## config.mk

```make
export PLATFORM = sky130hd
export DESIGN_NAME = multicycle_controller
export DESIGN_NICKNAME = d
export VERILOG_FILES = /design/src/rtl/cpu_ctrl_pkg.sv /design/src/rtl/multicycle_controller_cond_unit.sv /design/src/rtl/multicycle_controller.sv
export SDC_FILE = /design/constraint.sdc
export NUM_CORES = 1
export LEC_CHECK = 0
export CORE_MARGIN = 2
export CORE_UTILIZATION = 39
export CTS_BUF_LIST = sky130_fd_sc_hd__clkbuf_8
export CTS_CLUSTER_SIZE = 30
export DETAILED_ROUTE_END_ITERATION = 8
export HOLD_SLACK_MARGIN = 0.1
export PLACE_DENSITY = 0.87
export SETUP_SLACK_MARGIN = 0.02
export SYNTH_ARGS = -nofsm -noshare
export SYNTH_HDL_FRONTEND = slang
export SYNTH_SLANG_ARGS = --single-unit
```

## constraint.sdc

```tcl
create_clock -name clk -period 2.79 [get_ports clk]
set_input_delay 0.4185 -clock clk [delete_from_list [all_inputs] [get_ports clk]]
set_output_delay 0.4185 -clock clk [all_outputs]
set_load 0.05 [all_outputs]
```

## src/rtl/cpu_ctrl_pkg.sv

```systemverilog
// cpu_ctrl_pkg: shared encodings for the multicycle CPU controller.
package cpu_ctrl_pkg;
  typedef enum logic [3:0] {
    S_FETCH    = 4'd0,
    S_DECODE   = 4'd1,
    S_MEMADR   = 4'd2,
    S_MEMREAD  = 4'd3,
    S_MEMWB    = 4'd4,
    S_MEMWRITE = 4'd5,
    S_EXER     = 4'd6,
    S_EXEI     = 4'd7,
    S_ALUWB    = 4'd8,
    S_BRANCH   = 4'd9
  } state_t;
  localparam logic [1:0] ALU_ADD = 2'b00;
  localparam logic [1:0] ALU_SUB = 2'b01;
  localparam logic [1:0] ALU_AND = 2'b10;
  localparam logic [1:0] ALU_ORR = 2'b11;
  localparam logic [3:0] CMD_AND = 4'b0000;
  localparam logic [3:0] CMD_SUB = 4'b0010;
  localparam logic [3:0] CMD_ADD = 4'b0100;
  localparam logic [3:0] CMD_CMP = 4'b1010;
  localparam logic [3:0] CMD_ORR = 4'b1100;
  localparam logic [3:0] COND_EQ = 4'b0000;
  localparam logic [3:0] COND_AL = 4'b1110;
  localparam logic [3:0] COND_NV = 4'b1111;
  localparam logic [1:0] SRCB_RD2  = 2'b00;
  localparam logic [1:0] SRCB_IMM  = 2'b01;
  localparam logic [1:0] SRCB_FOUR = 2'b10;
  localparam logic [1:0] RES_ALUOUT = 2'b00;
  localparam logic [1:0] RES_DATA   = 2'b01;
  localparam logic [1:0] RES_ALU    = 2'b10;
  localparam logic [1:0] IMM_DP  = 2'b00;
  localparam logic [1:0] IMM_MEM = 2'b01;
  localparam logic [1:0] IMM_BR  = 2'b10;
  function automatic logic [1:0] alu_dec(input logic [3:0] cmd);
    return (cmd == CMD_SUB || cmd == CMD_CMP) ? ALU_SUB :
           (cmd == CMD_AND) ? ALU_AND :
           (cmd == CMD_ORR) ? ALU_ORR : ALU_ADD;
  endfunction
endpackage

```

## src/rtl/multicycle_controller_cond_unit.sv

```systemverilog
// cond_unit: NZCV flag register with split N/Z and C/V write enables, plus condition check.
module cond_unit
  import cpu_ctrl_pkg::*;
(
  input  logic       clk,
  input  logic       rst_n,
  input  logic [3:0] cond,
  input  logic [3:0] alu_flags,
  input  logic [1:0] flag_w,
  output logic [3:0] flags,
  output logic       cond_ok
);
  logic [3:0] flags_q;
  logic n, z, c, v, ge, base;
  assign flags = flags_q;
  assign {n, z, c, v} = flags_q;
  assign ge = (n == v);
  always_ff @(posedge clk or negedge rst_n) begin
    if (!rst_n) flags_q <= 4'b0000;
    else begin
      if (flag_w[1]) flags_q[3:2] <= alu_flags[3:2];
      if (flag_w[0]) flags_q[1:0] <= alu_flags[1:0];
    end
  end
  // Even codes test a predicate, odd codes its inverse; AL/NV share the top slot.
  always_comb begin
    case (cond[3:1])
      3'd0:    base = z;
      3'd1:    base = c;
      3'd2:    base = n;
      3'd3:    base = v;
      3'd4:    base = c & ~z;
      3'd5:    base = ge;
      3'd6:    base = ~z & ge;
      default: base = 1'b1;
    endcase
    cond_ok = (cond == COND_NV) ? 1'b0 : base ^ cond[0];
  end
endmodule

```

## src/rtl/multicycle_controller.sv

```systemverilog
// multicycle_controller: FETCH..WRITEBACK sequencer driving the shared ALU/memory datapath.
module multicycle_controller
  import cpu_ctrl_pkg::*;
#(
  parameter logic [3:0] PC_REG = 4'd15
) (
  input  logic       clk,
  input  logic       rst_n,
  input  logic [3:0] cond,
  input  logic [1:0] op,
  input  logic [5:0] funct,
  input  logic [3:0] rd,
  input  logic [3:0] alu_flags,
  output logic       ir_write,
  output logic       pc_write,
  output logic       adr_src,
  output logic       mem_w,
  output logic       reg_w,
  output logic       alu_src_a,
  output logic [1:0] alu_src_b,
  output logic [1:0] result_src,
  output logic [1:0] imm_src,
  output logic [1:0] reg_src,
  output logic [1:0] alu_control,
  output logic [3:0] flags,
  output logic [3:0] state
);
  state_t state_q, state_d;
  logic [3:0] cmd;
  logic [1:0] flag_w;
  logic cond_ok, is_cmp, exe, set_nz, arith, rd_pc;
  logic ir_we, pc_we, mem_we, reg_we;
  assign cmd    = funct[4:1];
  assign is_cmp = (cmd == CMD_CMP);
  assign exe    = (state_q == S_EXER) || (state_q == S_EXEI);
  assign set_nz = funct[0] | is_cmp;
  assign arith  = (cmd == CMD_ADD) || (cmd == CMD_SUB) || is_cmp;
  assign flag_w = exe ? {set_nz, set_nz & arith} : 2'b00;
  assign rd_pc  = (rd == PC_REG);
  assign state  = state_q;
  cond_unit u_cond (
    .clk      (clk),
    .rst_n    (rst_n),
    .cond     (cond),
    .alu_flags(alu_flags),
    .flag_w   (flag_w),
    .flags    (flags),
    .cond_ok  (cond_ok)
  );
  always_ff @(posedge clk or negedge rst_n) begin
    if (!rst_n) state_q <= S_FETCH;
    else state_q <= state_d;
  end
  always_comb begin
    state_d     = state_q;
    ir_we       = 1'b0;
    pc_we       = 1'b0;
    adr_src     = 1'b0;
    mem_we      = 1'b0;
    reg_we      = 1'b0;
    alu_src_a   = 1'b0;
    alu_src_b   = SRCB_RD2;
    result_src  = RES_ALUOUT;
    imm_src     = IMM_DP;
    reg_src     = 2'b00;
    alu_control = ALU_ADD;
    case (state_q)
      S_FETCH: begin
        ir_we      = 1'b1;
        pc_we      = 1'b1;
        alu_src_a  = 1'b1;
        alu_src_b  = SRCB_FOUR;
        result_src = RES_ALU;
        state_d    = S_DECODE;
      end
      S_DECODE: begin
        alu_src_a  = 1'b1;
        alu_src_b  = SRCB_FOUR;
        result_src = RES_ALU;
        reg_src    = 2'b01;
        state_d    = !cond_ok ? S_FETCH :
                     op == 2'd0 ? (funct[5] ? S_EXEI : S_EXER) :
                     op == 2'd1 ? S_MEMADR :
                     op == 2'd2 ? S_BRANCH : S_FETCH;
      end
      S_EXER, S_EXEI: begin
        alu_src_b   = (state_q == S_EXEI) ? SRCB_IMM : SRCB_RD2;
        alu_control = alu_dec(cmd);
        state_d     = is_cmp ? S_FETCH : S_ALUWB;
      end
      S_ALUWB: begin
        reg_we  = 1'b1;
        pc_we   = rd_pc;
        state_d = S_FETCH;
      end
      S_MEMADR: begin
        alu_src_b = SRCB_IMM;
        imm_src   = IMM_MEM;
        reg_src   = 2'b10;
        state_d   = funct[0] ? S_MEMREAD : S_MEMWRITE;
      end
      S_MEMREAD: begin
        adr_src = 1'b1;
        state_d = S_MEMWB;
      end
      S_MEMWB: begin
        result_src = RES_DATA;
        reg_we     = 1'b1;
        pc_we      = rd_pc;
        state_d    = S_FETCH;
      end
      S_MEMWRITE: begin
        adr_src = 1'b1;
        mem_we  = 1'b1;
        state_d = S_FETCH;
      end
      S_BRANCH: begin
        reg_src    = 2'b01;
        alu_src_b  = SRCB_IMM;
        imm_src    = IMM_BR;
        result_src = RES_ALU;
        pc_we      = 1'b1;
        state_d    = S_FETCH;
      end
      default: state_d = S_FETCH;
    endcase
  end
  // Write enables are masked during reset so an abort never leaks a store or register write.
  assign ir_write = ir_we & rst_n;
  assign pc_write = pc_we & rst_n;
  assign mem_w    = mem_we & rst_n;
  assign reg_w    = reg_we & rst_n;
endmodule

```

# After elaboration in Yosys (flattened, before gate mapping)
# Index checks and enable logic that the tools add are counted.
[word_totals]
register_bits = 8
latchBits = 0
mem_bits_rw = 0
rom_bits = 0
in_bits = 22
out_inout_bits = 24
wordCells = 79
n_memories = 0
[classes]
n_addsub = 0
mul = 0
div_mod_pow = 0
n_lt_le_gt_ge = 0
eq_ne = 24
shift = 0
n_mux = 26
bitwise = 10
n_reduce_logical = 16
[op_table]
columns = ["operator", "n"]
rows = [
  ["$eq 4x4->1 const B", 6],
  ["$eq 4x3->1 const B", 5],
  ["$mux 4", 5],
  ["$pmux 4 s5", 1],
  ["$reduce_or 2->1", 7],
  ["$eq 4x2->1 const B", 3],
  ["$pmux 2 s2", 3],
  ["$mux 2", 5],
  ["$eq 3x3->1 const B", 3],
  ["$logic_not 4->1", 2],
  ["$mux 1", 8],
  ["$and 1x1->1", 7],
  ["$pmux 1 s7", 1],
  ["$eq 3x2->1 const B", 2],
  ["$pmux 2 s3", 1],
  ["$eq 4x1->1 const B", 1],
  ["$logic_or 1x1->1", 4],
  ["$eq 3x1->1 const B", 1],
  ["$logic_not 3->1", 1],
  ["$mux 3", 1],
  ["$reduce_or 3->1", 1],
  ["$eq 2x1->1 const B", 1],
  ["$eq 2x2->1 const B", 1],
  ["$logic_not 2->1", 1],
  ["5 further kinds", 5],
]

# Longest topological paths before layout
[logic_depth]
ltp_word = 7
mapped_depth = 5
ltp_nobuf = 5

# By module
# From an unflattened synthesis, not the netlist that was laid out.
[unflattened]
cells_unflattened = 78
hier_area_um2 = 775.7
[by_module_without_submodules]
columns = ["mod", "n_inst", "cells_per_inst", "area_per_inst_um2", "seq_area_each_um2"]
rows = [
  ["multicycle_controller", 1, 61, 540.5, 100.1],
  ["cond_unit", 1, 17, 235.2, 100.1],
]

# Worst setup path after synthesis
# OpenSTA, ideal clock, no wires.
[synth_timing]
path_kind = "register to output"
from = "reg state_q[2], in the netlist state[2]"
to = "out alu_control[1]"
arrival_ns = 2.689
required_ns = 2.372
path_slack_ns = -0.318
path_stages_with_launch = 5
path_buffers = 1
path_cell_list = "dfrtp_1 > buf_2 > nor2b_1 > nand2_1 > nor4_1"
[synth_via]
elab_chain_len = 3
word_cells_on_any_way = 4
classes_between = "2 x eq/ne; 1 x mux; 1 x reduce/logical"
[synth_rtl]
columns = ["element", "line_no", "text"]
rows = [
  ["start, declared", "multicycle_controller.sv:28", "state_t state_q, state_d;"],
  ["start signal, assigned", "multicycle_controller.sv:52", "else state_q <= state_d;"],
  ["$eq 4x3->1", "multicycle_controller.sv:67", "case (state_q)"],
  ["$reduce_or 2->1 *", "multicycle_controller.sv:67", ""],
  ["$mux 2 *", "multicycle_controller.sv:67", ""],
  ["end, declared", "multicycle_controller.sv:24", "output logic [1:0] alu_control,"],
]
# Mark *: on every way between the ends. The rest lies on a longest branch, timed or not.

# Final worst setup path
[layout_timing]
from = "reg state_q[2], in the netlist state[2]"
to = "out alu_src_b[0]"
[layout_via]
elab_chain_len = 3
word_cells_on_any_way = 11
classes_between = "5 x eq/ne; 2 x mux; 4 x reduce/logical"
[layout_rtl]
columns = ["element", "line_no", "text"]
rows = [
  ["$eq 4x3->1 (tied with other cells)", "multicycle_controller.sv:67, multicycle_controller.sv:87", ""],
  ["$mux 1 (tied with other cells)", "multicycle_controller.sv:87", "alu_src_b = (state_q == S_EXEI) ? SRCB_IMM : SRCB_RD2;"],
  ["$pmux 2 s3 *", "multicycle_controller.sv:67", ""],
  ["end, declared", "multicycle_controller.sv:20", "output logic [1:0] alu_src_b,"],
]
# Marked as above.

==> out/results.tsv <==
metric	value	unit
TritonCTS clock tree	yes	
Boundary Pins	46	
total CTS buffers	3	
RSZ-0062 raised after global routing	false	
Worst-Margin Slew	0.512	ns
hold buffers post-CTS	0	
Overall Global Routing Usage	0.227	
WL final	2.14	mm
Synth cell types	36	
die span in y	45.7	µm
clk sink count	8	
Pwr Density	1270	nW/µm²
Buffers & Inverters on Critical Path	1	
syn avg cell area	8.49	µm²
Fillers	139	
worst skew pair latency	0.22	ns
row count	15	
Yosys warnings	0	
Setup TNS	0	ns
Residual DRC	0	
Worst path max stage delay	0.80	ns
Seq/Total Area, Yosys	0.295	
Sw Pwr	0.842	mW
vias in the first global route	787	
fmax	387	MHz
CP max-delay cell	clkdlybuf4s50_1	
critical path required time	2.37	ns
Clk Tree Root Cell	clkbuf_8	
Reg power frac	0.169	
Placed Cells incl. Taps	139	
Final Non-Filler Cells	142	
number of nets with antenna violations after routing	0	
Comb pwr share	0.742	
Vias/cell	5.51	
Leak	0.508	nW
GPL Wtd Cong	0.780	
cells after synthesis	80	
post-synth top area share	0.295	
Slew Viols, Final	0	
register bit total from synthesis	8	
number of buffers added on ports	45	
Clock transition at path regs	0.04	ns
Post-Layout Inst Area	1180	µm²
worst vdd ir	0.000995	V
largest net degree at the start of global routing	16	
die area	2090	µm²
clk buf depth	2	
status	complete, no violations	
# diodes	0	
Fin. Hold Viols	0	
Pre-antenna DRT Iters	4	
most common cell after layout, fill and taps aside	clkdlybuf4s50_1	
Critical Path Start Type	flip-flop	
share of layout cells above drive strength 1	0.152	
CP Class	reg2out	
DRT iter0 DRCs	10	
CP arrival	2.16	ns
Switching Fraction	0.562	
initial antenna violation count	0	
first-pass GRT wire length	3.48	mm
crit path capture type	output pin	
Via Count	783	
post-CTS setup buffer count	0	
Worst Skew	0.00343	ns
Clock power frac	0.089	
mean routed wirelength per cell	15.1	µm
Die Wd	45.7	µm
final setup fails	0	
Slew headroom	0.658	
Mapped Area	679	µm²
Mapped Nets	102	
cts repair resizes	0	
Congestion Overflow GR	0	
Nets	149	
Initial Util	0.402	
Layout area overhead	74.2	%
Reg-to-Reg Start	state[2]	
commonest cells after routing, fill and taps aside	clkdlybuf4s50_1, nor2_1, dfrtp_1, nand2b_1, buf_4	
total design power	1.50	mW
Max Cap Viol	0	
core region area	1690	µm²
post-layout min period	2.58	ns
Synth area leaders	dfrtp_1, mux2_2, nand2b_1	
Max H-tree Level	1	
Hold Path Class	in2async	
worst-path cell chain	nor2b_1 > nand2_1 > o21ai_0 > a21o_1 > clkdlybuf4s50_1	
Yosys top cell by area	dfrtp_1	
Post-DP HPWL	1.80	mm
P_int	0.657	mW
dpl cell area	1140	µm²
delay-heaviest family, CP	buffers and inverters	
Final period util	0.926	
crit path launch	state[2]	
Worst Path Max Fanout	10	
-- power by group through the flow --
stage                     logic, mW  clock network, mW  registers, mW
after floorplan               0.644                  0          0.367
after global placement         1.11                  0          0.245
after detailed placement       1.11                  0          0.251
after CTS                      1.12              0.136          0.250
after global routing           1.17              0.143          0.266
final                          1.11              0.133          0.253
-- synth_stat cells, drive strengths merged --
library cell	instances
o311ai	1
nand2b	7
a221oi	1
buf	2
o21bai	1
nor2	10
xor2	2
or2	1
clkbuf	2
nor3	3
dfrtp	8
nor3b	2
o41ai	2
nand4	1
xnor2	2
o22ai	2
o211ai	1
a211oi	1
and2	1
a21oi	1
and3	3
or3	1
mux4	1
nor4	1
nand3	1
nor2b	3
nand3b	2
mux2	4
a21o	2
nand2	3
o32a	1
o21ai	3
mux2i	1
inv	3
-- kinds of logic after synthesis --
family,count (synthesis),synth area share
xor gates and xnor gates,4,0.0516
buffers and inverters,7,0.0460
muxes,6,0.114
and+or+nand+nor,39,0.311
AOI/OAI and AO/OA,16,0.182
DFF,8,0.295
-- layout make-up --
type                       count  area (µm²)  share of cell area
tap                           17        21.3              0.0180
clock buffer                   3        41.3              0.0349
inverter                       3        11.3             0.00951
multi-input combinational     65         454               0.384
timing repair buffer          46         455               0.385
sequential                     8         200               0.169
-- routing by layer --
metal | GRT usage | up-vias | routed length, µm
li1 | - | 379 | -
met1 | 0.299 | 374 | 948
met2 | 0.383 | 28 | 1070
met3 | 0.0317 | 2 | 101
met4 | 0.0686 | 0 | 15
met5 | 0 | - | 0
-- through the flow --
step	hold WS [ns]	util	setup slack (ns)
final	0.541	0.701	0.207
after global placement	0.552	0.676	0.521
after floorplan	0.123	-	0.0130
after CTS	0.545	0.701	0.217
after global routing	0.540	0.701	0.0745
after detailed placement	0.564	0.676	0.456
-- worst register-to-register path, delay by kind of cell, from the launching register on --
family | cells | cell delay [ns]
and+or+nand+nor | 3 | 0.77
muxes | 1 | 0.38
DFF | 1 | 0.50
-- final timing paths --
path	cells after the start	end	slack [ns]
min in group clk	1	u_cond.flags[2]	0.58
max in group asynchronous	2	state[2]	2.11
worst min-delay path	2	u_cond.flags[2]	0.54
worst max register to register	4	u_cond.flags[1]	1.03
worst max-delay path	5	alu_src_b[0]	0.21
worst min register to register	1	u_cond.flags[2]	0.58
-- registers in the layout, indices dropped and copies added (netlist names) --
register      flops
state             4
u_cond.flags      4
No activity file was read; power rests on OpenSTA's default activity.
